<file path="src/rtl/regfile_pkg.sv">
// Shared types and constants for the register-file write controller.
// Entry fields are sized for the largest supported configuration.
package regfile_pkg;

    localparam int DEF_NUM_REGS   = 8;
    localparam int DEF_DATA_W     = 8;
    localparam int DEF_FIFO_DEPTH = 2;

    // Upper bounds: NUM_REGS <= 64, DATA_W <= 64.
    localparam int ADDR_W_MAX = 6;
    localparam int DATA_W_MAX = 64;

    function automatic int addr_w(input int num_regs);
        return (num_regs > 1) ? $clog2(num_regs) : 1;
    endfunction

    typedef struct packed {
        logic [ADDR_W_MAX-1:0] addr;
        logic [DATA_W_MAX-1:0] data;
    } wr_entry_t;

endpackage

</file>
<file path="src/rtl/regfile_wr_fifo.sv">
// Small circular buffer holding pending register-file write requests.
// DEPTH must be a power of two (2 or 4); pointers wrap modulo DEPTH.
module regfile_wr_fifo
    import regfile_pkg::*;
#(
    parameter int DEPTH = DEF_FIFO_DEPTH
) (
    input  logic                     clk,
    input  logic                     rst_n,
    input  logic                     i_push,
    input  wr_entry_t                i_data,
    input  logic                     i_pop,
    output wr_entry_t                o_data,
    output logic                     o_full,
    output logic                     o_empty,
    output logic [$clog2(DEPTH):0]   o_count
);

    localparam int PW = $clog2(DEPTH);
    localparam int CW = PW + 1;

    wr_entry_t         r_mem [DEPTH];
    logic [PW-1:0]     r_wr_ptr;
    logic [PW-1:0]     r_rd_ptr;
    logic [CW-1:0]     r_count;

    function automatic logic [PW-1:0] ptr_next(input logic [PW-1:0] p);
        return (p == PW'(DEPTH - 1)) ? '0 : p + 1'b1;
    endfunction

    // NOTE: the storage array carries no reset; r_count alone decides which entries are valid.
    always_ff @(posedge clk) begin
        if (i_push) r_mem[r_wr_ptr] <= i_data;
    end

    // NOTE: state registers use non-blocking assignments so every flop samples pre-edge values.
    always_ff @(posedge clk or negedge rst_n) begin
        if (!rst_n) begin
            r_wr_ptr <= '0;
            r_rd_ptr <= '0;
            r_count  <= '0;
        end else begin
            if (i_push) r_wr_ptr <= ptr_next(r_wr_ptr);
            if (i_pop)  r_rd_ptr <= ptr_next(r_rd_ptr);
            case ({i_push, i_pop})
                2'b10:   r_count <= r_count + 1'b1;
                2'b01:   r_count <= r_count - 1'b1;
                default: r_count <= r_count;
            endcase
        end
    end

    assign o_data  = r_mem[r_rd_ptr];
    assign o_full  = (r_count == CW'(DEPTH));
    assign o_empty = (r_count == '0);
    assign o_count = r_count;

endmodule

</file>
<file path="src/rtl/regfile_write_ctrl.sv">
// Buffers register-file write requests and issues one-hot cell writes, one per cycle.
// Define REGFILE_ZERO_REG_EN to make register 0 read-only (its writes are dropped).
module regfile_write_ctrl
    import regfile_pkg::*;
#(
    parameter int NUM_REGS   = DEF_NUM_REGS,
    parameter int DATA_W     = DEF_DATA_W,
    parameter int FIFO_DEPTH = DEF_FIFO_DEPTH
) (
    input  logic                          clk,
    input  logic                          rst_n,
    input  logic                          wr_valid,
    output logic                          wr_ready,
    input  logic [addr_w(NUM_REGS)-1:0]   wr_addr,
    input  logic [DATA_W-1:0]             wr_data,
    input  logic                          hold,
    output logic [NUM_REGS-1:0]           cell_write_en,
    output logic [DATA_W-1:0]             cell_data_in,
    output logic                          busy,
    output logic                          err_addr,
    input  logic                          err_clr
);

    logic                        r_live;
    logic [NUM_REGS-1:0]         r_we;
    logic [DATA_W-1:0]           r_data;
    logic                        r_err;

    logic                        w_accept;
    logic                        w_oor;
    logic                        w_zero_drop;
    logic                        w_push;
    logic                        w_pop;
    logic                        w_full;
    logic                        w_empty;
    logic [$clog2(FIFO_DEPTH):0] w_count;
    wr_entry_t                   w_push_entry;
    wr_entry_t                   w_head;
    logic [NUM_REGS-1:0]         w_onehot;
    logic                        w_unused_hi;

    assign wr_ready = r_live & ~w_full;
    assign w_accept = wr_valid & wr_ready;
    assign w_oor    = int'(wr_addr) >= NUM_REGS;

`ifdef REGFILE_ZERO_REG_EN
    assign w_zero_drop = (wr_addr == '0);
`else
    assign w_zero_drop = 1'b0;
`endif

    // Dropped requests are still handshaked but never enter the buffer.
    assign w_push       = w_accept & ~w_oor & ~w_zero_drop;
    assign w_pop        = ~w_empty & ~hold;
    assign w_push_entry = '{addr: ADDR_W_MAX'(wr_addr), data: DATA_W_MAX'(wr_data)};

    regfile_wr_fifo #(
        .DEPTH   (FIFO_DEPTH)
    ) u_fifo (
        .clk     (clk),
        .rst_n   (rst_n),
        .i_push  (w_push),
        .i_data  (w_push_entry),
        .i_pop   (w_pop),
        .o_data  (w_head),
        .o_full  (w_full),
        .o_empty (w_empty),
        .o_count (w_count)
    );

    always_comb begin
        w_onehot = '0;
        for (int i = 0; i < NUM_REGS; i++) begin
            w_onehot[i] = (w_head.addr == ADDR_W_MAX'(i));
        end
    end

    // Entry data above DATA_W is always zero-filled and intentionally unused.
    assign w_unused_hi = ^w_head.data;

    always_ff @(posedge clk or negedge rst_n) begin
        if (!rst_n) begin
            r_live <= 1'b0;
            r_we   <= '0;
            r_data <= '0;
            r_err  <= 1'b0;
        end else begin
            r_live <= 1'b1;
            r_we   <= w_pop ? w_onehot : '0;
            if (w_pop) r_data <= w_head.data[DATA_W-1:0];
            if (w_accept && w_oor) r_err <= 1'b1;
            else if (err_clr)      r_err <= 1'b0;
        end
    end

    assign cell_write_en = r_we;
    assign cell_data_in  = r_data;
    assign err_addr      = r_err;
    assign busy          = (w_count != '0) | (|r_we);

endmodule

</file>
<file path="config.mk">
export PLATFORM = sky130hd
export DESIGN_NAME = regfile_write_ctrl
export DESIGN_NICKNAME = d
export VERILOG_FILES = /design/src/rtl/regfile_pkg.sv /design/src/rtl/regfile_wr_fifo.sv /design/src/rtl/regfile_write_ctrl.sv
export SDC_FILE = /design/constraint.sdc
export NUM_CORES = 1
export LEC_CHECK = 0
export ABC_CLOCK_PERIOD_IN_PS = 2300
export BUFFER_PORTS_ARGS = -buffer_cell sky130_fd_sc_hd__buf_2
export CORE_MARGIN = 8
export CORE_UTILIZATION = 50
export DETAILED_ROUTE_END_ITERATION = 10
export PLACE_DENSITY = 0.72
export RECOVER_POWER = 50
export SLEW_MARGIN = 5
export SYNTH_ARGS = -nofsm -noshare
export SYNTH_HDL_FRONTEND = slang
export SYNTH_SLANG_ARGS = --single-unit
</file>
<file path="constraint.sdc">
create_clock -name clk -period 2.3 [get_ports clk]
set_clock_uncertainty 0.15 [all_clocks]
set_input_delay 0.115 -clock clk [delete_from_list [all_inputs] [get_ports clk]]
set_output_delay 0.115 -clock clk [all_outputs]
set_load 0.02 [all_outputs]
</file>
==> impl_results.md <==
- Status: completed
- Mapped Nets: 132
- Routability cong.: 0.825
- IO Pins: 35
- R2R Setup Slk: 620 ps
- Setup TNS: 0 ps
- CP Data Required Time: 2440 ps
- Top cells by count, synth: edfxtp_1, dfrtp_1, nor2_1, mux2i_1, nand2_1
- Post-DP HPWL: 1900 µm
- CTS buffer count: 5
- Pwr dens: 1080 mW/mm²
- Worst hold path type: primary input to flop
- Largest net degree at the start of global routing: 22
- Max Clock Freq: 595 MHz
- Clk slew on worst S/H paths: 120 ps
- Number of setup violations in the final report: 0
- Sw frac: 35.6%
- Share of cells above drive strength 1: 16.5%
- Final slew viol count: 0
- Synth area leader: edfxtp_1
- Clk Latency, worst-skew pair: 350 ps
- Post-synthesis sequential area ratio: 72.9%
- Number of synthesized flops with an enable pin: 22
- Critical Path Sink Type: flop
- Post-CTS sizing: 0
- First-pass GRT wire length: 4590 µm
- Initial DRC count: 35
- RSZ-0062 raised after global routing: false
- Cell area after layout: 0.00198 mm²
- Total Wirelength: 2830 µm
- Ys flop type: edfxtp_1
- Post-Synthesis Cells: 115
- H-tree Lvls: 2
- Number of I/O port buffers: 32
- Total power draw: 0.00213 W
- Mapped Avg Cell Area: 14.1 µm²
- Post-Place Cell Area: 0.00181 mm²
- Max-cap check violation count: 0
- Most frequent cell after synthesis: edfxtp_1
- Max_slew headroom: 28.6%
- Seq cells post-synth: 43
- Diode count: 0
- Seq pwr share: 53.8%
- Asr flop ratio synth: 48.8%
- Clock Sinks: 43
- Syn Std Cell Area: 0.00163 mm²
- Vias in the first global route: 1040
- Fin crit period: 1680 ps
- Worst-margin pin slew: 1070 ps
- Worst Path Arrival: 1820 ps
- Fin crit share: 73.0%
- First drt pass iteration count: 4
- Final nets: 180
- CTS Buffer Depth: 2
- Core area: 0.00308 mm²
- Yosys cell types: 28
- R2r worst-path depth: 3
- Multi-input gate area: 379 µm²
- Top post-synthesis cells by area: edfxtp_1, dfrtp_1, mux2i_1, nor2_1, xnor2_1
- Hold slack: 137 ps
- Synth warnings: 0
- Worst VDD drop: 0.000688 V
- Row count: 20
- Congestion Overflow GR: 0
- Final Hold Viols: 0
- Combinational Power Share: 30.1%
- P_int: 0.00137 W
- Sw Pwr: 0.000758 W
- Type of the worst setup path: flop to flop
- Register Area: 0.00119 mm²
- Die height: 73.0 µm
- Total track usage: 11.8%
- Initial antenna violation count: 0
- # fillers: 245
- Clock share of power: 16.1%
- Max FO, Critical Path: 18
- Via density: 4.71
- Share of Yosys cell area claimed by the top area cell type: 40.6%
- Hold path cells: 4
- TritonCTS clock tree: yes
- Synthesis-to-layout area growth: 21.5%
- Via count: 979
- Per-cell routed wire length: 13.6 µm
- Startpoint types: flop
- DR DRC count: 0
- Root Buffer: clkbuf_4
- Antenna Nets Post-Route: 0
- Chip Width: 73.0 µm
- Initial Utilization: 52.8%
- Leakage: 0.838 nW
- Die Footprint: 0.00533 mm²
==> worst max-delay path: stages (launching register included) <==
cell,delay (ps)
dfrtp_1,870
mux2i_1,180
or2_1,290
nor2_1,120
==> per-stage QoR <==
step,std cells,setup WS [ps],util (%)
2_1_floorplan,115,583,-
3_3_place_gp,187,656,58.8
3_5_place_dp,187,634,58.8
4_1_cts,208,619,64.8
5_1_grt,208,469,64.2
6_report,208,621,64.2
==> layout make-up <==
type,instances,share of cell area (%)
well taps,44,2.78
clock inverters,3,0.759
repair buffers,47,14.6
clock buffers,5,1.90
flip-flops and latches,43,60.0
inverters,4,0.759
multi-input cells,62,19.2
==> path summary, 6_finish.rpt <==
| path | from | endpoint |
|---|---|---|
| min in group asynchronous | rst_n | cell_write_en[3] |
| max in group asynchronous | rst_n | cell_data_in[5] |
| worst max register to register | u_fifo.r_rd_ptr | cell_write_en[7] |
| worst min-delay path | hold | u_fifo.r_rd_ptr |
| worst min register to register | cell_data_in[5] | cell_data_in[5] |
| worst max-delay path | u_fifo.r_rd_ptr | cell_write_en[7] |
==> power groups by stage <==
stage / registers, W / clock network, W / logic (W)
after detailed placement: 0.00116 / 0 / 0.000643
after CTS: 0.00114 / 0.000351 / 0.000662
after global routing: 0.00117 / 0.000382 / 0.000709
final: 0.00114 / 0.000343 / 0.000640
after global placement: 0.00115 / 0 / 0.000623
after floorplan: 0.00118 / 0 / 0.000440
==> repair_timing <==
action,4_1_cts,5_1_grt
hold endpoints to repair,44,0
hold buffers,13,0
endpoints found under the setup margin,0,0
buffers inserted,0,0
==> layer usage <==
layer / share of wire, % / vias to the layer above / GRT usage [%]
met5: 0 / - / 0
met4: 2.1 / 0 / 8.89
met3: 8.9 / 7 / 4.81
met2: 50 / 27 / 19.7
met1: 39 / 453 / 11.4
li1: - / 492 / -
==> sequential cells by signal (all words and copies together), names as in the netlist <==
name / flops
u_fifo.r_mem: 22
r_live: 1
u_fifo.o_count: 2
u_fifo.r_rd_ptr: 1
cell_write_en: 8
cell_data_in: 8
u_fifo.r_wr_ptr: 1
==> kinds of logic (layout without fill, tap and decap cells) <==
logic type / after synthesis / after routing / share of synthesized area, %
other: 2 / 2 / 0.462
DFF: 43 / 43 / 72.9
adders and majority gates: 1 / 1 / 0.769
buffers and inverters: 10 / 59 / 3.77
muxes: 9 / 9 / 5.54
AOI/OAI and AO/OA: 15 / 15 / 5.69
and+or+nand+nor: 30 / 30 / 8.15
xor gates and xnor gates: 5 / 5 / 2.69
==> cells in the final DEF (no fill, tap or decap), types with 2 or more instances in the layout <==
| master | netlist | final |
|---|---|---|
| edfxtp_1 | 22 | 22 |
| dfrtp_1 | 21 | 21 |
| buf_2 | 1 | 19 |
| nor2_1 | 13 | 13 |
| dlygate4sd3_1 | 0 | 13 |
| clkbuf_1 | 0 | 13 |
| mux2i_1 | 9 | 9 |
| nand2_1 | 9 | 9 |
| xnor2_1 | 5 | 5 |
| o21ai_0 | 5 | 5 |
| clkbuf_4 | 0 | 5 |
| inv_1 | 4 | 4 |
| o21ai_1 | 3 | 3 |
| nor4_1 | 2 | 2 |
| conb_1 | 2 | 2 |
| clkinv_1 | 0 | 2 |
| buf_4 | 4 | 2 |
(Power assumes the default switching activity.)
